--- config.mk ---
export PLATFORM = sky130hd
export DESIGN_NAME = shreg_seq
export DESIGN_NICKNAME = d
export VERILOG_FILES = /design/src/rtl/shreg_pkg.sv /design/src/rtl/shreg_step.sv /design/src/rtl/shreg_seq.sv
export SDC_FILE = /design/constraint.sdc
export NUM_CORES = 1
export LEC_CHECK = 0
export ABC_AREA = 1
export CORE_AREA = 4 4 57 44
export DETAILED_ROUTE_END_ITERATION = 8
export DIE_AREA = 0 0 61 48
export PLACE_DENSITY = 0.71
export SYNTH_ARGS = -nofsm -noshare
export SYNTH_HDL_FRONTEND = slang
export SYNTH_SLANG_ARGS = --single-unit
--- constraint.sdc ---
create_clock -name clk -period 1.55 [get_ports clk]
set_clock_uncertainty 0.05 [all_clocks]
set_input_delay 0.31 -clock clk [delete_from_list [all_inputs] [get_ports clk]]
set_output_delay 0.31 -clock clk [all_outputs]
set_load 0.005 [all_outputs]
--- src/rtl/shreg_pkg.sv ---
// Shared definitions for the shreg_seq universal shift register:
// command mode encodings and FSM state encoding.
package shreg_pkg;

  localparam logic [1:0] MODE_LOAD   = 2'b00;
  localparam logic [1:0] MODE_SHR    = 2'b01;
  localparam logic [1:0] MODE_SHL    = 2'b10;
  localparam logic [1:0] MODE_ROR_OR = 2'b11;

  typedef enum logic {
    ST_IDLE  = 1'b0,
    ST_SHIFT = 1'b1
  } state_t;

endpackage

--- src/rtl/shreg_step.sv ---
// One shift step: next register contents and shifted-out bit for the
// given mode. Purely combinational.
module shreg_step
  import shreg_pkg::*;
#(
  parameter int WIDTH = 5
) (
  input  logic [WIDTH-1:0] s,
  input  logic             sin,
  input  logic [1:0]       mode,
  output logic [WIDTH-1:0] s_next,
  output logic             sout_next
);

  // Step datapath selected by the latched mode
  always_comb begin
    s_next    = s;
    sout_next = 1'b0;
    case (mode)
      MODE_SHR: begin
        s_next    = {sin, s[WIDTH-1:1]};
        sout_next = s[0];
      end
      MODE_SHL: begin
        s_next    = {s[WIDTH-2:0], sin};
        sout_next = s[WIDTH-1];
      end
      // Legacy OR-feedback rotate: the wrapped LSB is ORed with sin
      MODE_ROR_OR: begin
        s_next    = {s[0] | sin, s[WIDTH-1:1]};
        sout_next = s[0];
      end
      default: begin
        s_next    = s;
        sout_next = 1'b0;
      end
    endcase
  end

endmodule

--- src/rtl/shreg_seq.sv ---
// Universal shift register with start/busy/done handshake and multi-step runs.
// Define SHREG_ABORT_EN to add the abort input and aborted status pulse.
module shreg_seq
  import shreg_pkg::*;
#(
  parameter int WIDTH = 5,
  parameter int AMT_W = 3
) (
  input  logic             clk,
  input  logic             reset,
  input  logic             start,
  input  logic [1:0]       mode,
  input  logic [AMT_W-1:0] amount,
  input  logic [WIDTH-1:0] din,
  input  logic             sin,
`ifdef SHREG_ABORT_EN
  input  logic             abort,
  output logic             aborted,
`endif
  output logic [WIDTH-1:0] s,
  output logic             sout,
  output logic             busy,
  output logic             done
);

  state_t           state_r, state_s;
  logic [AMT_W-1:0] cnt_r, cnt_s;
  logic [1:0]       mode_r, mode_s;
  logic [WIDTH-1:0] s_r, s_s, step_s_s;
  logic             sout_r, sout_s, step_sout_s;
  logic             busy_r, busy_s;
  logic             done_r, done_s;
  logic             abort_s;
  logic             aborted_r, aborted_s;

`ifdef SHREG_ABORT_EN
  assign abort_s = abort;
  assign aborted = aborted_r;
`else
  assign abort_s = 1'b0;
`endif

  shreg_step #(.WIDTH(WIDTH)) u_step (
    .s         (s_r),
    .sin       (sin),
    .mode      (mode_r),
    .s_next    (step_s_s),
    .sout_next (step_sout_s)
  );

  // Next-state, counter and output-register logic
  always_comb begin
    state_s   = state_r;
    cnt_s     = cnt_r;
    mode_s    = mode_r;
    s_s       = s_r;
    sout_s    = sout_r;
    busy_s    = busy_r;
    done_s    = 1'b0;
    aborted_s = 1'b0;
    case (state_r)
      ST_IDLE: begin
        if (start) begin
          if (mode == MODE_LOAD) begin
            s_s    = din;
            sout_s = 1'b0;
            done_s = 1'b1;
          end else if (amount == {AMT_W{1'b0}}) begin
            done_s = 1'b1;
          end else begin
            mode_s  = mode;
            cnt_s   = amount;
            state_s = ST_SHIFT;
            busy_s  = 1'b1;
          end
        end else begin
          state_s = ST_IDLE;
        end
      end
      ST_SHIFT: begin
        // Abort takes priority over the step, including the final one
        if (abort_s) begin
          state_s   = ST_IDLE;
          busy_s    = 1'b0;
          aborted_s = 1'b1;
        end else begin
          s_s    = step_s_s;
          sout_s = step_sout_s;
          cnt_s  = cnt_r - {{(AMT_W-1){1'b0}}, 1'b1};
          if (cnt_r == {{(AMT_W-1){1'b0}}, 1'b1}) begin
            state_s = ST_IDLE;
            busy_s  = 1'b0;
            done_s  = 1'b1;
          end else begin
            state_s = ST_SHIFT;
          end
        end
      end
      default: begin
        state_s = ST_IDLE;
        busy_s  = 1'b0;
      end
    endcase
  end

  // State and output registers
  always_ff @(posedge clk or negedge reset) begin
    if (!reset) begin
      state_r   <= ST_IDLE;
      cnt_r     <= {AMT_W{1'b0}};
      mode_r    <= MODE_LOAD;
      s_r       <= {WIDTH{1'b0}};
      sout_r    <= 1'b0;
      busy_r    <= 1'b0;
      done_r    <= 1'b0;
      aborted_r <= 1'b0;
    end else begin
      state_r   <= state_s;
      cnt_r     <= cnt_s;
      mode_r    <= mode_s;
      s_r       <= s_s;
      sout_r    <= sout_s;
      busy_r    <= busy_s;
      done_r    <= done_s;
      aborted_r <= aborted_s;
    end
  end

  assign s    = s_r;
  assign sout = sout_r;
  assign busy = busy_r;
  assign done = done_r;

endmodule

# After elaboration in Yosys (flattened, before gate mapping)
# Cells that the tools add are included.
# W data, S select, Z words.
[op_classes] add_sub_neg=1 eq_ne=10 n_mux=27 bitwise=4 reduce_logical=8
[op_table] op="$pmux W5 S3" n=1
[op_table] op="$mux W1" n=14
[op_table] op="$mux W5" n=2
[op_table] op="$pmux W1 S2" n=5
[op_table] op="$pmux W5 S2" n=1
[op_table] op="$mux W3" n=3
[op_table] op="$ne A2 B2 Y1 const B" n=4
[op_table] op="$reduce_and A4 Y1" n=2
[op_table] op="$pmux W3 S2" n=1
[op_table] op="$reduce_and A3 Y1" n=2
[op_table] op="$eq A2 B2 Y1 const B" n=2
[op_table] op="$ne A4 B1 Y1 const B" n=1
[op_table] op="$eq A3 B1 Y1 const B" n=1
[op_table] op="$logic_not A3 Y1" n=1
[op_table] op="$not A1 Y1" n=3
[op_table] op="$sub A3 B1 Y3 const B" n=1
[op_table] op="$eq A2 B1 Y1 const B" n=1
[op_table] op="$logic_not A2 Y1" n=1
[op_table] op="$ne A2 B1 Y1 const B" n=1
[op_table] op="$reduce_and A2 Y1" n=1
[op_table] op="$reduce_or A2 Y1" n=1
[op_table] op="$or A1 B1 Y1" n=1
[word_totals] regBits=14 in_bits=14 out_inout_bits=8 word_cells=57

# Longest topological paths before layout
# Gate-level depths: netlist of the first run.
[logic_depth] word_depth=5 mapped_depth=7

# Modules after synthesis
# A second synthesis of the first run with hierarchy kept.
[hier_totals] hier_cells=134 hier_area_um2=922.1
[modules_own_cells] mod="shreg_seq" n_inst=1 cells_per_inst=105 area_per_inst_um2=790.8 seq_area_each_um2=350.3
[modules_own_cells] mod="shreg_step" n_inst=1 cells_per_inst=29 area_per_inst_um2=131.4 seq_area_each_um2=0.0

# Worst setup path after synthesis of the first run
# No wires, ideal clock.
[synth_path] path_kind="register to register" from="reg mode_r[1]" to="reg s_r[0], in the netlist s[0]" setup_time_ps=116 arrival_ps=938 path_slack_ps=445 path_stages_with_launch=7 n_path_buf=1 period_less_slack_ps=1105 cell_sequence="dfrtp_1 > buf_4 > nand3b_1 > nand2_2 > inv_2 > nand2_1 > nand2_1"
[synth_between] elab_chain_cells=3 word_cells_on_any_way=7 cone_classes="eq/ne: 4; mux: 2; reduce/logical: 1"
[synth_lines] element="from (decl)" line_no="shreg_seq.sv:28" text="logic [1:0] mode_r, mode_s;"
[synth_lines] element="from (signal assigned)" line_no="shreg_seq.sv:120" text="mode_r <= mode_s;"
[synth_lines] element="$eq A2 B2 Y1 / $eq A2 B1 Y1 (equally long branches)" line_no="shreg_step.sv:19" text="case (mode)"
[synth_lines] element="$pmux W5 S3 / $ne A4 B1 Y1 (equally long branches)"
[synth_lines] element="$pmux W5 S2 / $reduce_and A3 Y1 (equally long branches)"
[synth_lines] element="to (signal assigned)" line_no="shreg_seq.sv:112" text="s_r <= {WIDTH{1'b0}};"
[synth_lines] element="to (signal assigned)" line_no="shreg_seq.sv:121" text="s_r <= s_s;"
[synth_lines] element="to (decl)" line_no="shreg_seq.sv:29" text="logic [WIDTH-1:0] s_r, s_s, step_s_s;"
# Several ways; a longest one is shown, not always the timed one.
# A chain may end at the register's enable or synchronous reset.

# Final worst setup path of the first run
[layout_path] from="reg busy_r, in the netlist busy" to="out busy"
[layout_lines] element="from (decl)" line_no="shreg_seq.sv:31" text="logic busy_r, busy_s;"
[layout_lines] element="from (signal assigned)" line_no="shreg_seq.sv:123" text="busy_r <= busy_s;"
[layout_lines] element="to (decl)" line_no="shreg_seq.sv:22" text="output logic busy,"
# No word-level cell between the ends.

==> results of run 1 <==
## layout make-up
cell class	instances	share of cell area, %
clock buffer	4	2.96
inverter	18	6.63
multi-input combinational	88	35.6
sequential	14	28.5
tap	24	2.45
timing repair buffer	30	23.9
## report_power, final
group	total, W	internal, W	switching, W
combinational	0.00133	0.000629	0.000699
clock	0.000266	0.000143	0.000123
sequential	0.000689	0.000543	0.000146
total	0.00228	0.00132	0.000968
## cell usage after synthesis
cell type,n
nand2_4,1
xor2_1,1
o21ai_0,2
nor2_1,2
o21ai_1,5
buf_4,1
nand3_2,1
or2_2,2
ha_1,2
dfrtp_1,14
bufinv_8,1
nor2_4,1
buf_6,2
inv_2,1
o22ai_1,1
nand3_1,14
nor2_2,1
nand2_1,46
inv_1,16
nand2_2,2
a21boi_1,1
nand3b_1,2
nand4_1,4
## cell families after synthesis
logic type | Yosys count | share of synthesized area, %
compound gates | 9 | 5.43
buf+inv | 21 | 12.4
fa+ha+maj | 2 | 2.79
simple gates | 76 | 39.4
xor+xnor | 1 | 0.975
flops | 14 | 39.0
## sequential cells by signal, indices dropped and copies added (netlist names)
name and flops:
sout 1, s 5, cnt_r 3, state_r 1, mode_r 2, busy 1
done 1
## per-layer routing
metal	part of all wire [%]	vias to the layer above	wire length, um
met4	0.65	0	14
met5	0	-	0
met2	46	29	983
met3	8.3	3	180
met1	45	395	982
li1	-	449	-
## worst register-to-register path, cell delays in order, from the launching register on
cell and delay, ns:
dfrtp_1 0.50, nand3b_1 0.26, nand2_2 0.15, inv_2 0.07
nand2_1 0.07, nand2_1 0.04
## final timing paths
kind / slack [ns] / end / startpoint
max in group asynchronous: 1.01 / s[4] / reset
max: 0.06 / busy / busy
min in group clk: 0.44 / cnt_r[1] / cnt_r[1]
max reg2reg: 0.30 / s[1] / mode_r[1]
min: 0.27 / s[2] / reset
min reg2reg: 0.44 / cnt_r[1] / cnt_r[1]
## through the flow
stage | total power, W | std cells | hold slack, ns | setup slack, ns
5_1_grt | 0.00249 | 178 | 0.285 | 0.0182
2_1_floorplan | 0.00155 | 123 | -0.0356 | 0.445
4_1_cts | 0.00226 | 176 | 0.273 | 0.000377
6_report | 0.00228 | 178 | 0.272 | 0.0601
3_5_place_dp | 0.00194 | 169 | 0.422 | -0.0469
3_3_place_gp | 0.00192 | 169 | 0.415 | 0.0208
## repair_timing
item                                    CTS  global route
endpoints found under the setup margin    3             6
setup buffers                             3             2
gates resized for setup                   0             6
endpoints found under the hold margin     0             0
gates cloned                              0             0
==> metrics.md, run 1 <==
| Metric | Value |
|---|---|
| Routability cong. | 0.785 |
| All-Layer GR Usage | 15.8% |
| Synth Register Bits | 14 |
| Num rows | 14 |
| Max-cap violations | 0 |
| Most common cell after layout, fill and taps aside | nand2_1 |
| Number of routed nets with antenna violations | 0 |
| Status | complete, no violations |
| Filler cells | 188 |
| Largest net degree at the start of global routing | 15 |
| Clk_lat worst skew | 0.28 ns |
| DR WL/cell | 12.1 um |
| Syn nets | 139 |
| Relative slew slack | 77.4% |
| Grt ovf | 0 |
| Drt total wl | 2160 um |
| Syn avg cell area | 7.30 um^2 |
| Worst-path maximum fanout | 2 |
| Sequential area share after synthesis | 39.0% |
| Clock buffer count from CTS | 3 |
| FF+latch area | 350 um^2 |
| Layout cells sized above 1 | 14.9% |
| Synth-to-Final Area Change | 36.6% |
| Met1 Use GR | 23.5% |
| Setup crit end kind | output pin |
| Clock transition at path regs | 0.09 ns |
| Synthesis Warnings | 0 |
| Instance count on the critical path | 1 |
| Post-CTS Hold Buffers | 0 |
| Initial Utilization | 45.0% |
| Reg2Reg Depth | 5 |
| CTS tree | done |
| Ratio of final minimum period to clock period | 96.1% |
| Mapped cell area | 898 um^2 |
| Startpoint types | register |
| Yosys top cell area share | 39.0% |
| Peak VDD IR | 1.19 mV |
| Required time worst endpoint | 1.19 ns |
| Dpl hpwl | 1610 um |
| Die Y-Extent | 48 um |
| Critical Path Max Stage Delay | 0.50 ns |
| Multi-input logic area | 437 um^2 |
| CTS H-tree depth | 1 |
| Post-route setup TNS | 0 ns |
| Crit path max-delay family | buffers and inverters |
| Global-route met3 utilization | 4.85% |
| Worst slew pin tran | 0.339 ns |
| WS Path Type | reg2out |
| Initial antenna violation count | 0 |
| Min cycle time layout | 1.49 ns |
| FMAX | 0.671 GHz |
| Drt via density | 4.92 |
| Die width | 61 um |
| Final core utilization | 61.5% |
| Crit path DAT | 1.13 ns |
| Port-buffer cells | 21 |
| Met2 global-route usage | 21.7% |
| Final setup fails | 0 |
| CP max stage cell | clkdlybuf4s50_1 |
| RSZ-0062 raised after global routing | false |
| Number of remaining DRC errors | 0 |
| Leakage | 0.721 nW |
| Grt peak-use layer | met1 |
| CTS Buffer Depth | 2 |
| Initial DRC count | 32 |
| Yosys cell types | 23 |
| Buffers and inverters on the worst path | 1 |
| Power Dens Cells | 1860 nW/um^2 |
| Synth area leaders | dfrtp_1 (39%), nand2_1 (19%), nand3_1 (7.8%) |
| Final net count | 171 |
| Number of global-route vias before repair | 702 |
| Post-synth top area cell | dfrtp_1 |
| Clock Tree Root | clkbuf_4 |
| First-pass GRT wire length | 3280 um |
| Core Area | 2000 um^2 |
| Antenna cells | 0 |
| TritonCTS Sinks | 14 |
| Die area | 2930 um^2 |
| Syn Inst Count | 123 |
| Vias | 876 |
| Hold crit path type | in2async |
| I/O pin total | 22 |
| Placed instance area | 1140 um^2 |
| Most frequent cells in the layout | nand2_1 (46), inv_1 (16), clkdlybuf4s50_1 (15) |
| Final Cell Area | 1230 um^2 |
| Fin. Hold Viols | 0 |
| DRT Pass-1 Iters | 4 |
| Final count of pins violating max slew | 0 |
| Crit-path cells | clkdlybuf4s50_1 |
Power figures use the tool's default switching activity.
==> run 2: changes to the inputs <==
- CTS_BUF_LIST: default -> sky130_fd_sc_hd__clkbuf_16
==> run 2 against run 1 <==
- total power rose by 7.3%
- final cell count fell by 2.2%
- worst hold slack improved by 0.055 ns
- utilization did not move
- final area did not move
- global-route usage rose by 0.30 points
- largest cell class unchanged
- die area did not move
- clock power rose by 82%
- non-clock buffer count fell by 4
- combinational power fell by 5%
- via count fell by 2.1%
- register-to-register slack got worse by 0.03 ns
==> metrics.md, run 2 (same netlist as run 1, synthesis figures left out) <==
| Metric | Value |
|---|---|
| Status | complete, no violations |
| Crit-path cells | clkdlybuf4s50_1 |
| Initial Utilization | 45.0% (unchanged) |
| Clock buffer count from CTS | 3 (unchanged) |
| DRT Pass-1 Iters | 4 (unchanged) |
| Post-CTS Hold Buffers | 0 (unchanged) |
| Placed instance area | 1140 um^2 (unchanged) |
| Hold crit path type | in2async |
| Layout cells sized above 1 | 12.0% (-2.9 points) |
| Min cycle time layout | 1.50 ns (+0.00685 ns) |
| Leakage | 0.654 nW (-9.3%) |
| Largest register FFs | 5 (unchanged) |
| Total power | 0.00245 W (+7.3%) |
| Largest net degree at the start of global routing | 15 (unchanged) |
| Buffers and inverters on the worst path | 1 (unchanged) |
| Final setup fails | 0 (unchanged) |
| Most frequent cells in the layout | nand2_1 (46), clkdlybuf4s50_1 (20), inv_1 (16) |
| Worst reg2reg setup slack | 0.27 ns (-0.03 ns) |
| CTS Buffer Depth | 2 (unchanged) |
| Clock Tree Root | clkbuf_16 |
| Num rows | 14 (unchanged) |
| Die area | 2930 um^2 (unchanged) |
| Hold slack final | 0.328 ns (+0.0553 ns) |
| Startpoint types | register |
| Port-buffer cells | 21 (unchanged) |
| Final core utilization | 61.5% (unchanged) |
| Number of global-route vias before repair | 710 (+1.1%) |
| Peak VDD IR | 1.11 mV (-6.5%) |
| Reg2Reg Launch Point | mode_r[1] |
| CTS tree | done |
| Required time worst endpoint | 1.19 ns (about the same) |
| Relative slew slack | 77.8% (+0.40 points) |
| Initial DRC count | 24 (-25%) |
| Crit path DAT | 1.14 ns (about the same) |
| Setup crit end kind | output pin |
| Routability cong. | 0.785 (unchanged) |
| Core Area | 2000 um^2 (unchanged) |
| RR Endpoint | s[1] |
| Clock transition at path regs | 0.05 ns (-0.04 ns) |
| I/O pin total | 22 (unchanged) |
| RSZ-0062 raised after global routing | false |
| Vias | 858 (-2.1%) |
| Ratio of final minimum period to clock period | 96.6% (+0.44 points) |
| All-Layer GR Usage | 16.1% (+0.30 points) |
| Final Cell Area | 1230 um^2 (unchanged) |
| Die width | 61 um (unchanged) |
| Number of routed nets with antenna violations | 0 (unchanged) |
| DR WL/cell | 12.2 um (+0.21%) |
| Critical Path Max Stage Delay | 0.52 ns (+0.02 ns) |
| Synth-to-Final Area Change | 36.6% (unchanged) |
| Initial antenna violation count | 0 (unchanged) |
| TritonCTS Sinks | 14 (unchanged) |
| Number of remaining DRC errors | 0 (unchanged) |
| Dpl hpwl | 1610 um (unchanged) |
| Die Y-Extent | 48 um (unchanged) |
| Worst slew pin tran | 0.333 ns (-0.00596 ns) |
| Most common cell after layout, fill and taps aside | nand2_1 |
| Final count of pins violating max slew | 0 (unchanged) |
| Crit path max-delay family | buffers and inverters |
| CTS H-tree depth | 1 (unchanged) |
| Grt ovf | 0 (unchanged) |
| Drt via density | 4.93 (+0.20%) |
| Fin. Hold Viols | 0 (unchanged) |
| Power Dens Cells | 2000 nW/um^2 (+7.3%) |
| Antenna cells | 0 (unchanged) |
| First-pass GRT wire length | 3310 um (+1.1%) |
| WS Path Type | reg2out |
| FMAX | 0.668 GHz (-0.46%) |
| Filler cells | 182 (-3.2%) |
| Clk_lat worst skew | 0.24 ns (-0.04 ns) |
| Max-cap violations | 0 (unchanged) |
| CP max stage cell | clkdlybuf4s50_1 |
| Final net count | 167 (-2.3%) |
| Drt total wl | 2120 um (-2.0%) |
| Worst-path maximum fanout | 3 (+1) |
| Reg2Reg Depth | 5 (unchanged) |
## run 2: changes by cell type in the layout (fill, tap and decap cells not counted)
cell / previous run / this run
clkdlybuf4s50_1: 15 / 20
dlymetal6s2s_1: 6 / 1
clkbuf_8: 1 / 0
clkbuf_4: 3 / 0
clkinv_1: 0 / 1
clkbuf_16: 0 / 3
buf_4: 9 / 5
## run 2: per-layer routing
| layer | global-route usage, % | wire [um] | share of wire [%] |
|---|---|---|---|
| met5 | 0 | 0 | 0 |
| met4 | 5.63 | 8 | 0.38 |
| met3 | 5.39 | 103 | 4.9 |
| met2 | 22.8 | 967 | 46 |
| met1 | 22.7 | 1040 | 49 |
## run 2: cell type report
class | instances | area, um^2 | share of cell area [%]
well taps | 24 | 30.0 | 2.45
clock buffers | 3 | 75.1 | 6.12
inverters | 18 | 81.3 | 6.63
flip-flops and latches | 14 | 350 | 28.5
repair buffers | 26 | 250 | 20.4
multi-input cells | 88 | 437 | 35.6
clock inverters | 1 | 3.75 | 0.306
## run 2: worst max path at each step
stage | depth (start not counted) | startpoint | endpoint
after floorplan | 6 | mode_r[1] | s[0]
final | 1 | s[1] | s[1]
after global placement | 8 | mode[1] | s[0]
after CTS | 1 | s[3] | s[3]
after global routing | 1 | s[1] | s[1]
after detailed placement | 8 | mode[1] | s[1]
## run 2: where the power goes
part | total [W] | internal, W | switching, W | leakage (nW)
clock | 0.000484 | 0.000341 | 0.000144 | 0.0385
combinational | 0.00126 | 0.000589 | 0.000676 | 0.444
sequential | 0.000702 | 0.000546 | 0.000156 | 0.172
## run 2: per-stage QoR
step	setup TNS (ns)	instances	worst slack, ns
floorplan	0	123	0.445
global placement	0	169	0.0208
detailed placement	-0.160	169	-0.0469
CTS	0	174	0.0263
global route	0	174	0.00917
finish	0	174	0.0533
## run 2: timing repair
action / 4_1_cts / 5_1_grt
buffers inserted: 1 / 0
endpoints found under the setup margin: 1 / 1
resized for setup: 0 / 1
pin swaps: 0 / 0
==> run 3: changes to the inputs <==
- SKIP_LAST_GASP: default -> 1
==> results of run 3 <==
Same layout as run 2: the final DEF is identical, and so are final timing and power.
